===== src/rtl/control_fsm.sv =====
// Multi-cycle RV32I control unit: sequences FETCH/DECODE/EXECUTE/MEM/WB,
// drives datapath strobes, traps on bad opcodes or memory timeouts, counts retirements.
module control_fsm #(
  parameter int unsigned MEM_TIMEOUT = 16
) (
  input  logic        clk,
  input  logic        reset,
  input  logic [6:0]  opcode,
  input  logic [2:0]  funct3,
  input  logic        alu_zero,
  input  logic        mem_ready,
  output logic        cfsm__pc_update,
  output logic        cfsm__pc_src,
  output logic        cfsm__ir_write,
  output logic        cfsm__reg_write,
  output logic        cfsm__mem_read,
  output logic        cfsm__mem_write,
  output logic        cfsm__alu_src_a,
  output logic [1:0]  cfsm__alu_src_b,
  output logic [1:0]  cfsm__alu_op,
  output logic [1:0]  cfsm__result_src,
  output logic        illegal_instr,
  output logic        bus_error,
  output logic [31:0] retired
);

  typedef enum logic [3:0] {
    S_FETCH, S_DECODE, S_MEM_ADDR, S_MEM_READ, S_MEM_WB, S_MEM_WRITE,
    S_EXEC_R, S_EXEC_I, S_ALU_WB, S_BRANCH, S_JAL, S_TRAP
  } state_e;

  localparam logic [6:0] OP_LOAD   = 7'b0000011;
  localparam logic [6:0] OP_STORE  = 7'b0100011;
  localparam logic [6:0] OP_RTYPE  = 7'b0110011;
  localparam logic [6:0] OP_ITYPE  = 7'b0010011;
  localparam logic [6:0] OP_BRANCH = 7'b1100011;
  localparam logic [6:0] OP_JAL    = 7'b1101111;
  // The wait that would make the counter reach MEM_TIMEOUT is the last one allowed.
  localparam logic [7:0] LAST_WAIT = 8'(MEM_TIMEOUT - 1);

  state_e      state_q, state_d;
  logic [7:0]  waitCnt_q, waitCnt_d;
  logic        isLoad_q, isLoad_d;
  logic        illegal_q, illegal_d;
  logic        busErr_q, busErr_d;
  logic [31:0] retired_q;

  logic       pcUpdate, pcSrc, irWrite, regWrite, memRead, memWrite, aluSrcA;
  logic [1:0] aluSrcB, aluOp, resultSrc;

  always_ff @(posedge clk or negedge reset) begin
    if (!reset) begin
      state_q   <= S_FETCH;
      waitCnt_q <= 8'd0;
      isLoad_q  <= 1'b0;
      illegal_q <= 1'b0;
      busErr_q  <= 1'b0;
      retired_q <= 32'd0;
    end else begin
      state_q   <= state_d;
      waitCnt_q <= waitCnt_d;
      isLoad_q  <= isLoad_d;
      illegal_q <= illegal_d;
      busErr_q  <= busErr_d;
      if (pcUpdate) retired_q <= retired_q + 32'd1;
    end
  end

  always_comb begin
    state_d   = state_q;
    waitCnt_d = 8'd0;
    isLoad_d  = isLoad_q;
    illegal_d = illegal_q;
    busErr_d  = busErr_q;
    pcUpdate  = 1'b0;
    pcSrc     = 1'b0;
    irWrite   = 1'b0;
    regWrite  = 1'b0;
    memRead   = 1'b0;
    memWrite  = 1'b0;
    aluSrcA   = 1'b0;
    aluSrcB   = 2'd0;
    aluOp     = 2'd0;
    resultSrc = 2'd0;
    unique case (state_q)
      S_FETCH: begin
        irWrite = 1'b1;
        state_d = S_DECODE;
      end
      S_DECODE: begin
        unique case (opcode)
          OP_LOAD:   begin state_d = S_MEM_ADDR; isLoad_d = 1'b1; end
          OP_STORE:  begin state_d = S_MEM_ADDR; isLoad_d = 1'b0; end
          OP_RTYPE:  state_d = S_EXEC_R;
          OP_ITYPE:  state_d = S_EXEC_I;
          OP_BRANCH: state_d = S_BRANCH;
          OP_JAL:    state_d = S_JAL;
          default:   begin state_d = S_TRAP; illegal_d = 1'b1; end
        endcase
      end
      S_MEM_ADDR: begin
        aluSrcA = 1'b1;
        aluSrcB = 2'd1;
        state_d = isLoad_q ? S_MEM_READ : S_MEM_WRITE;
      end
      S_MEM_READ: begin
        memRead = 1'b1;
        if (mem_ready) begin
          state_d = S_MEM_WB;
        end else if (waitCnt_q == LAST_WAIT) begin
          state_d  = S_TRAP;
          busErr_d = 1'b1;
        end else begin
          waitCnt_d = waitCnt_q + 8'd1;
        end
      end
      S_MEM_WB: begin
        regWrite  = 1'b1;
        resultSrc = 2'd1;
        pcUpdate  = 1'b1;
        state_d   = S_FETCH;
      end
      S_MEM_WRITE: begin
        memWrite = 1'b1;
        if (mem_ready) begin
          pcUpdate = 1'b1;
          state_d  = S_FETCH;
        end else if (waitCnt_q == LAST_WAIT) begin
          state_d  = S_TRAP;
          busErr_d = 1'b1;
        end else begin
          waitCnt_d = waitCnt_q + 8'd1;
        end
      end
      S_EXEC_R: begin
        aluSrcA = 1'b1;
        aluOp   = 2'd2;
        state_d = S_ALU_WB;
      end
      S_EXEC_I: begin
        aluSrcA = 1'b1;
        aluSrcB = 2'd1;
        aluOp   = 2'd2;
        state_d = S_ALU_WB;
      end
      S_ALU_WB: begin
        regWrite = 1'b1;
        pcUpdate = 1'b1;
        state_d  = S_FETCH;
      end
      S_BRANCH: begin
        aluSrcA = 1'b1;
        aluOp   = 2'd1;
        unique case (funct3)
          3'b000:  begin pcUpdate = 1'b1; pcSrc = alu_zero;  state_d = S_FETCH; end
          3'b001:  begin pcUpdate = 1'b1; pcSrc = !alu_zero; state_d = S_FETCH; end
          default: begin state_d = S_TRAP; illegal_d = 1'b1; end
        endcase
      end
      S_JAL: begin
        regWrite  = 1'b1;
        resultSrc = 2'd2;
        pcUpdate  = 1'b1;
        pcSrc     = 1'b1;
        state_d   = S_FETCH;
      end
      S_TRAP: state_d = S_TRAP;
      default: state_d = S_FETCH;
    endcase
  end

  // Outputs are gated by reset so nothing strobes while the core is held in reset.
  assign cfsm__pc_update  = reset & pcUpdate;
  assign cfsm__pc_src     = reset & pcSrc;
  assign cfsm__ir_write   = reset & irWrite;
  assign cfsm__reg_write  = reset & regWrite;
  assign cfsm__mem_read   = reset & memRead;
  assign cfsm__mem_write  = reset & memWrite;
  assign cfsm__alu_src_a  = reset & aluSrcA;
  assign cfsm__alu_src_b  = reset ? aluSrcB : 2'd0;
  assign cfsm__alu_op     = reset ? aluOp : 2'd0;
  assign cfsm__result_src = reset ? resultSrc : 2'd0;
  assign illegal_instr    = illegal_q;
  assign bus_error        = busErr_q;
  assign retired          = retired_q;

endmodule


===== config.mk =====
export PLATFORM = sky130hd
export DESIGN_NAME = control_fsm
export DESIGN_NICKNAME = d
export VERILOG_FILES = /design/src/rtl/control_fsm.sv
export SDC_FILE = /design/constraint.sdc
export NUM_CORES = 1
export LEC_CHECK = 0
export CAP_MARGIN = 20
export CORE_MARGIN = 2
export CORE_UTILIZATION = 43
export CTS_BUF_LIST = sky130_fd_sc_hd__clkbuf_8
export DETAILED_ROUTE_END_ITERATION = 7
export PLACE_DENSITY = 0.75
export SKIP_LAST_GASP = 1
export SLEW_MARGIN = 20
export SYNTH_ARGS = -nofsm -noshare
export SYNTH_HDL_FRONTEND = slang
export SYNTH_SLANG_ARGS = --single-unit

===== constraint.sdc =====
create_clock -name clk -period 1.8 [get_ports clk]
set_input_delay 0.36 -clock clk [delete_from_list [all_inputs] [get_ports clk]]
set_output_delay 0.36 -clock clk [all_outputs]
set_load 0.05 [all_outputs]

# == After elaboration in Yosys (flattened, before gate mapping) ==
# Index checks and enable logic that the tools add are counted.
# word_totals
ff_bits,47
latchBits,0
mem_bits_rw,0
rom_bits,0
inputBits,14
memories,0
# op_classes
n_addsub,2
n_mul,0
n_div,0
magnitude_cmp,0
n_eq_ne,21
n_shift,0
muxes,30
bitwise_logic,8
n_reduce_logical,16
# ops
operator,count
adder 32 x 1 -> 32 bit (second input constant),1
case mux 4 bit (8 select lines),1
two-way mux 8 bit,3
case mux 4 bit (5 select lines),1
equality test 4 x 3 -> 1 bit (second input constant),4
equality test 4 bit (second input constant),4
two-way mux 4 bit,4
equality test 7 x 6 -> 1 bit (second input constant),2
equality test 7 bit (second input constant),2
two-way mux 1 bit,10
OR reduction 2 bit,5
adder 8 x 1 -> 8 bit (second input constant),1
equality test 4 x 2 -> 1 bit (second input constant),2
equality test 8 x 4 -> 1 bit (second input constant),1
case mux 1 bit (2 select lines),4
case mux 2 bit (2 select lines),2
AND 1 bit,7
equality test 7 x 2 -> 1 bit (second input constant),1
equality test 7 x 5 -> 1 bit (second input constant),1
two-way mux 2 bit,3
AND reduction 3 bit,2
OR reduction 6 bit,1
equality test 4 x 1 -> 1 bit (second input constant),1
zero test 4 bit,1
other kinds (11),13

# == Logic depth before layout (Yosys ltp) ==
# logic_depth
depth_word,5
depth_mapped,7
depth_no_buf,6

# == Worst setup path after synthesis ==
# No wires, ideal clock.
# synth_path
path_type,reg2out
from,register state_q[0]
to,output port cfsm__ir_write
arrival_time_ps,1842
required_ps,1440
setup_slack_ps,-402
path_stages_with_launch,5
n_path_buf,1
cell_sequence,dfrtp_1 > clkbuf_1 > inv_1 > nand3_1 > nor3_1
# synth_between
elab_chain_len,3
# synth_lines
item,line_no,rtl
start: declaration,41,"state_e state_q, state_d;"
start signal: assignment,60,state_q <= state_d;
zero test 4 bit,85,unique case (state_q)
two-way mux 1 bit,85,
AND 1 bit,175,assign cfsm__ir_write = reset & irWrite;
end: declaration,14,"output logic cfsm__ir_write,"
# No other way between the ends.

# == Worst setup path in the final report ==
# layout_path
from,register state_q[2]
to,output port cfsm__pc_update
# layout_between
elab_chain_len,4
# layout_lines
item,line_no,rtl
equality test 4 bit or equality test 4 x 3 -> 1 bit (tied branches),85,
OR reduction 3 bit (no source line),--,
case mux 1 bit (3 select lines) *,85,
AND 1 bit *,173,assign cfsm__pc_update = reset & pcUpdate;
end: declaration,12,"output logic cfsm__pc_update,"
# Every way passes the cells marked *; elsewhere a longest branch is shown, timed or not.

==> run metrics <==
status=complete, but fails checks; failing checks=setup timing; Final ANT Viol Nets=0; Die Width=between 80 and 90 um; DR iter-0 viols=85; crit-path max FO=4; CTS tree=yes; row count=28; Slew Limit Headroom=about three fifths; GRT overflow=0; GP Congestion=0.867; post-DP HPWL=between 4000 and 5000 um; gr usage total=roughly a fifth; Max Fclk=approximately 0.5 GHz; Yosys cell types=48; CP arrival=between 1500 and 2000 ps; worst setup margin=-164 ps; Clock power frac=between 10% and 20%; critical path launch point type=flip-flop; core area=between 5000 and 6000 um^2; CP required=around 1400 ps; DR DRC count=0; TritonCTS Buffers=5; max cap viols=0; unrepaired setup endpoints after global routing=true; count leader, synth=dfrtp_1; post-synthesis sequential element count=47; actual slew at the worst max-slew pin=572 ps; Multi-input gate area=between 1500 and 2000 um^2; routed vias/inst=between 5 and 6; routed length per instance=15.0 um; Die H=80.9 um; Root Driver=clkbuf_8; initial antenna violation count=0; sequential cell area=1200 um^2; commonest cells in the netlist=dfrtp_1 (47), xor2_1 (28), nor2_1 (23); Ant. Diodes=0; VDD IR max=about 0.00079 V; final setup TNS=-421 ps; Ports=about 60; Worst Setup End Kind=output pin; count of final hold-check violations=0; vias=2285; first-pass GRT wire length=10300 um; Initial Utilization=about 44%; Sink Count=47; Post-Synthesis Cells=between 200 and 300; Final min period=1960 ps; share of cells above drive strength 1=between 40% and 50%; vias in the first global route=2244; Top FF cell, synth=dfrtp_1; Psw=roughly 1800 uW; CTS clk-pin slew, worst paths=90 ps; sequential share of power=approximately a third; final slew viol count=0; flop-to-flop setup slack=about 10 ps; Die ar.=roughly 6500 um^2; pwr dens=1140 nW/um^2; Combinational Power Share=roughly half; ys async rst share=100%; P_int=2560 uW; Min-Delay Path Class=input pin to asynchronous set/reset pin; Final period util=109%; Worst-Skew Late Latency=roughly 300 ps; Static Leak=around 0.0018 uW; post-synthesis sequential area ratio=46.3%; non-filler cells, final=about 420; mapped cell area=~2500 um^2; Final setup viols=4; Synthesized Nets=278; Avg Cell Area, Syn=around 9.7 um^2; Max clock buf depth=2; Yosys top cell by area=dfrtp_1; kind of critical path=flip-flop to output pin; switching share of power=~41%; Clock Skew=slightly below 5 ps; fillcell total=482; First-pass DRT Iterations=4; largest net degree at the start of global routing=47; Total Nets Final=between 300 and 400; Post-synth EDFFs=0; Area contributors post-synth=dfrtp_1 (46%), xor2_1 (9.6%), nor3_1 (3.9%); P&R area growth vs syn=49.6%; Inst Count DP=roughly 400; H-tree depth=2; Fin Hold WS=435 ps; Core Util, Final=between 60% and 70%; Yosys top cell area share=46.3%; Syn. warnings=0; I/O Buffers=59; Total Wirelength=around 6300 um
==> cell usage in the layout, fill, tap and decap left out, types with 4 or more instances in the layout <==
| master | instances |
|---|---|
| inv_1 | 7 |
| and3_1 | 4 |
| nand2b_4 | 4 |
| dfrtp_1 | 27 |
| nor4_4 | 5 |
| xnor2_1 | 10 |
| dfrtp_2 | 20 |
| buf_4 | 57 |
| nor3_1 | 16 |
| xor2_1 | 28 |
| nand4_1 | 9 |
| nand3_1 | 16 |
| nand2_1 | 19 |
| clkdlybuf4s50_1 | 9 |
| clkbuf_8 | 5 |
| buf_12 | 12 |
| nor2_1 | 18 |
==> power groups by stage <==
stage | Sequential [uW] | Clock [uW] | Combinational, uW
after floorplan | 1500 | 0 | 902
after global placement | 1350 | 0 | 1770
after detailed placement | 1360 | 0 | 1800
after CTS | 1340 | 771 | 2050
after global routing | 1390 | 821 | 2340
final | 1360 | 764 | 2210
==> state kept, by name, summed over array words and instances, names as in the netlist <==
signal         count
retired           32
waitCnt_q          8
state_q            4
bus_error          1
illegal_instr      1
isLoad_q           1
==> worst max-delay path, cell delays in order (launching register included) <==
cell	delay (ps)
dfrtp_2	450
nor2b_4	140
a22o_1	200
a22o_1	200
and2_4	170
buf_12	140
==> cell type report <==
type	instances	area share, %
clock inverter	3	0.987
timing repair buffer	87	22.6
tap	75	2.47
sequential	47	31.6
multi-input combinational	197	39.6
clock buffer	5	1.81
inverter	8	0.987
==> logic make-up (layout without fill, tap and decap cells) <==
| group | Yosys count | in the layout | share of synthesized area (%) |
|---|---|---|---|
| other | 1 | 1 | 0.147 |
| muxes | 2 | 2 | 0.837 |
| adders and majority gates | 2 | 2 | 0.984 |
| and+or+nand+nor | 132 | 132 | 29.3 |
| AOI/OAI and AO/OA | 22 | 22 | 6.30 |
| DFF | 47 | 47 | 46.3 |
| xor gates and xnor gates | 38 | 38 | 13.1 |
| buffers and inverters | 18 | 103 | 3.10 |
==> path summary, 6_finish.rpt <==
check                             from               to  cells after the start
min in group clk           retired[21]      retired[21]                      1
setup reg to reg            state_q[2]      retired[24]                      7
hold reg to reg            retired[21]      retired[21]                      1
setup / recovery            state_q[2]  cfsm__pc_update                      5
hold / removal                   reset      retired[13]                      2
max in group asynchronous        reset       state_q[0]                      2
==> metrics by stage <==
stage	area, um^2	setup WS (ps)	total power (uW)
final	3800	-164	4340
after global routing	3800	-239	4550
after CTS	3660	-168	4160
after detailed placement	3420	-303	3150
after global placement	3420	-294	3120
after floorplan	2590	-21.3	2400
==> per-layer routing <==
layer / up-vias / global-route usage, % / wire (um)
met5: - / 0 / 0
met4: 0 / 4.41 / 73
met3: 9 / 4.44 / 261
met2: 59 / 35.0 / 3280
met1: 1121 / 25.0 / 2720
li1: 1096 / - / -
==> repair_timing <==
action,in CTS,in global routing
gates resized for setup,28,25
setup buffers,5,1
hold buffers,1,0
endpoints found under the hold margin,1,0
pin swaps,6,10
setup endpoints to repair,9,28
(Power assumes the default switching activity.)
==> RTL change 1, RTL diff (same settings) <==
Encoding of `state_e`: now one-hot (12 bits for 12 states).
--- a/src/rtl/control_fsm.sv
+++ b/src/rtl/control_fsm.sv
@@ -24,9 +24,9 @@
   output logic [31:0] retired
 );
 
-  typedef enum logic [3:0] {
-    S_FETCH, S_DECODE, S_MEM_ADDR, S_MEM_READ, S_MEM_WB, S_MEM_WRITE,
-    S_EXEC_R, S_EXEC_I, S_ALU_WB, S_BRANCH, S_JAL, S_TRAP
+  typedef enum logic [11:0] {
+    S_FETCH = 12'b000000000001, S_DECODE = 12'b000000000010, S_MEM_ADDR = 12'b000000000100, S_MEM_READ = 12'b000000001000, S_MEM_WB = 12'b000000010000, S_MEM_WRITE = 12'b000000100000,
+    S_EXEC_R = 12'b000001000000, S_EXEC_I = 12'b000010000000, S_ALU_WB = 12'b000100000000, S_BRANCH = 12'b001000000000, S_JAL = 12'b010000000000, S_TRAP = 12'b100000000000
   } state_e;
 
   localparam logic [6:0] OP_LOAD   = 7'b0000011;
Check against the original RTL: no difference found for any inputs over 10 cycles, from zero or initial values and one cycle with reset low; not proved beyond that.
==> RTL change 1 against the unedited design <==
The run still ends with setup timing left. Final area grew 35%. Synthesized area is 14% higher. Critical path type unchanged. Worst setup slack got worse by 0.63 ns. Worst hold slack got worse by 0.28 ns. Wire length rose by 54%. Sequential cell count increased by 8. Register-to-register slack got worse by 0.80 ns.
Power is not compared: it rests on default switching activity, and its combinational part moved more than twofold at a synthesized area within 25%.
==> RTL change 1: results <==
[run_status]
status = finished with violations
violations = setup timing

[sta]
setup_ws_ns = -0.792
setup_viol = 63
setup_tns_ns = -30.46
worst_pin_slew_ns = 0.709

[routing]
drtIter0Drc = 127
via_count = 2905
vias_per_cell = 5.54

[placed_design]
dpl_cell_area_um2 = 4290
place_ws_ns = -0.646
hpwlAfterDp_um = 6070
gp_congestion = 0.928
place_inst = 489

[critical_path]
r2r_cells = 9
r2r_slack_ns = -0.79
crit_arrival_ns = 2.23
r2r_end = retired[31]$_DFFE_PN0P_
crit_path_max_fanout = 2

[final_layout]
layout-drive-gt1-share_pct = 55.7
nNetsFinal = 462

[global_route]
grt_pass1_vias = 3087
grt_pass1_wl_um = 15500
grt_usage_pct = 26.8
grt_max_degree = 37

[logic_synthesis]
syn_nets = 300
synthTopCellsByArea = dfrtp_1 (47%), xor2_1 (7.0%), xnor2_1 (5.1%)
ys_seq_area_share_pct = 47.6
synth_cell_types = 49
synth_commonest_cells = dfrtp_1 (54), nor2_1 (27), nand2_1 (24), xor2_1 (23), nand3_1 (18)
syn-instance-count = 284

[floorplan]
die_area_um2 = 7400
[RTL change 1: what timing repair did]
item	in CTS	in global routing
gates resized for setup	90	26
pin swaps	53	25
setup endpoints to repair	65	65
setup buffers	22	11
[RTL change 1: power by group]
| group | switching (uW) | internal [uW] |
|---|---|---|
| Sequential | 37.6 | 1280 |
| Clock | 434 | 420 |
| Combinational | 477 | 477 |
[RTL change 1: worst max path at each step]
| stage | startpoint | end | slack [ns] |
|---|---|---|---|
| final | state_q[2]$_DFF_PN0_ | cfsm__pc_update | -0.79 |
| after global routing | state_q[1]$_DFF_PN0_ | cfsm__pc_src | -0.85 |
| after CTS | state_q[2]$_DFF_PN0_ | cfsm__pc_update | -0.75 |
| after detailed placement | state_q[1]$_DFF_PN0_ | retired[31]$_DFFE_PN0P_ | -0.65 |
| after global placement | state_q[1]$_DFF_PN0_ | retired[31]$_DFFE_PN0P_ | -0.57 |
| after floorplan | state_q[4]$_DFF_PN0_ | cfsm__pc_update | -0.60 |
[RTL change 1: per-layer routing]
layer | global-route usage [%] | wire, um | up-vias
met1 | 34.7 | 4050 | 1452
li1 | - | - | 1334
met2 | 44.2 | 4990 | 92
met4 | 11.1 | 303 | 0
met5 | 0 | 0 | -
met3 | 4.91 | 445 | 27
[RTL change 1: logic make-up after synthesis]
kind of cell    after synthesis  synth area share (%)
compound gates               19                  5.19
simple gates                151                  31.0
buf+inv                      15                  2.72
other cells                   1                 0.130
flops                        55                  47.6
mux                           1                 0.346
fa+ha+maj                     2                 0.865
xor+xnor                     40                  12.1
[RTL change 1: through the flow]
step	hold slack, ns	util (%)
after floorplan	0.0644	-
after global placement	0.450	66.8
after detailed placement	0.469	66.8
after CTS	0.159	77.8
after global routing	0.160	80.2
final	0.158	80.2
[RTL change 1: area by class of cell]
cell class,count,area [um^2]
flip-flops and latches,55,1390
multi-input cells,214,1990
clock buffers,5,68.8
repair buffers,161,1530
well taps,77,96.3
inverters,9,33.8
fillers,347,1270
clock inverters,3,46.3
[RTL change 1: critical path: stages (launching register included)]
cell	delay, ns
dfrtp_1	0.43
buf_6	0.14
or4_4	0.54
nor3_4	0.24
a22oi_4	0.12
and2b_4	0.21
nor2_4	0.10
buf_12	0.14
==> RTL change 2, RTL diff (same settings) <==
Made on the original files. The parameter `MEM_TIMEOUT` goes from 16 to 12.
--- a/src/rtl/control_fsm.sv
+++ b/src/rtl/control_fsm.sv
@@ -1,7 +1,7 @@
 // Multi-cycle RV32I control unit: sequences FETCH/DECODE/EXECUTE/MEM/WB,
 // drives datapath strobes, traps on bad opcodes or memory timeouts, counts retirements.
 module control_fsm #(
-  parameter int unsigned MEM_TIMEOUT = 16
+  parameter int unsigned MEM_TIMEOUT = 12
 ) (
   input  logic        clk,
   input  logic        reset,
Behaviour: no difference found for any inputs over 10 cycles, from zero or initial values and one cycle with reset low; that may be too few to reach the edited logic, so the function may still have changed.
==> RTL change 2 against the unedited design <==
The run still ends with setup timing left. Die area rose by 9.1%. Sequential cell count did not move. Worst setup slack got worse by 0.064 ns. Final cell count rose by 4.3%. Core utilization rose by 6.3 points. Count of clock-buffer cells in the layout rose by 1. Synthesized area rose by 9.5%. Wire length rose by 26%. Via count rose by 11%. Final area rose by 19%. Critical endpoint is now cfsm__reg_write.
Power is not compared: it rests on default switching activity, and its combinational part moved more than twofold at a synthesized area within 25%.
==> RTL change 2: results <==
[final_layout]
nNetsFinal = 378
layout.nonclk_buf_share_pct = 24.4
area_growth_pct = 62.6
multi_input_cells = 192
n_all_buffers = 108
n_clock_buffer = 6
final-clk-cell-share_pct = 2.02
seq_share_pct = 26.6

[placed_design]
dpl_cell_area_um2 = 3810
hpwlAfterDp_um = 4960

[logic_synthesis]
synth_compound_area_share_pct = 19.2
synth_commonest_cells = dfrtp_1 (47), xor2_1 (33), nand2_1 (20), a2111oi_2 (19), nor2_1 (18)
synth_cell_types = 50
ys_seq_area_share_pct = 42.2
synthTopCellsByArea = dfrtp_1 (42%), xor2_1 (10%), a2111oi_2 (10%)
synth-adder-area-share_pct = 0.898
synthXorXnorAreaFrac_pct = 12.6

[global_route]
grt_max_degree = 38
use_met1_pct = 26.2
grt_pass1_wl_um = 11900
met2_usage_pct = 34.6
gr-usage-met3_pct = 4.03

[sta]
whs_ns = 0.0650
setup_tns_ns = -2.56
fin_worst_skew_ns = 0.00911
setup_ws_ns = -0.228
setup_viol = 26

[critical_path]
r2r_end = retired[28]$_DFFE_PN0N_
r2r_slack_ns = -0.15
crit_arrival_ns = 1.67
crit_path_max_incr_delay_ns = 0.47
r2r_cells = 8

[run_status]
status = finished with violations
violations = setup timing

[routing]
wl_um = 7980
drtIter0Drc = 111
via_count = 2525
## RTL change 2: timing repair
| item | 4_1_cts | 5_1_grt |
|---|---|---|
| endpoints found under the setup margin | 15 | 45 |
| cloned | 1 | 1 |
| resized for setup | 21 | 63 |
| hold endpoints to repair | 1 | 0 |
| buffers inserted | 7 | 6 |
| pin swaps | 5 | 30 |
| hold buffers | 1 | 0 |
## RTL change 2: how the worst max path moves through the flow
stage	cells after the start	to	from
final	6	cfsm__reg_write	state_q[2]$_DFF_PN0_
after global routing	6	cfsm__reg_write	state_q[2]$_DFF_PN0_
after CTS	6	cfsm__reg_write	state_q[2]$_DFF_PN0_
after detailed placement	6	retired[9]$_DFFE_PN0N_	funct3[1]
after global placement	6	retired[10]$_DFFE_PN0N_	funct3[1]
after floorplan	3	cfsm__ir_write	state_q[3]$_DFF_PN0_
## RTL change 2: per-layer routing
metal | share of wire (%) | wire length [um]
met1 | 40 | 3220
met2 | 53 | 4250
met3 | 4.5 | 357
met4 | 1.9 | 153
met5 | 0 | 0
## RTL change 2: through the flow
stage / util, % / std cells / setup WS, ns
after floorplan: - / 263 / -0.225
after global placement: 60.4 / 418 / -0.278
after detailed placement: 60.4 / 418 / -0.345
final: 71.7 / 440 / -0.228
after CTS: 64.4 / 435 / -0.229
after global routing: 71.7 / 440 / -0.293
## RTL change 2: power by group
group          leakage, uW  internal (uW)  total [uW]  switching [uW]
Combinational      0.00109           1980        5240            3250
Clock            0.0000524            305         664             360
Sequential        0.000493           1400        1860             468
Total              0.00163           3680        7760            4080
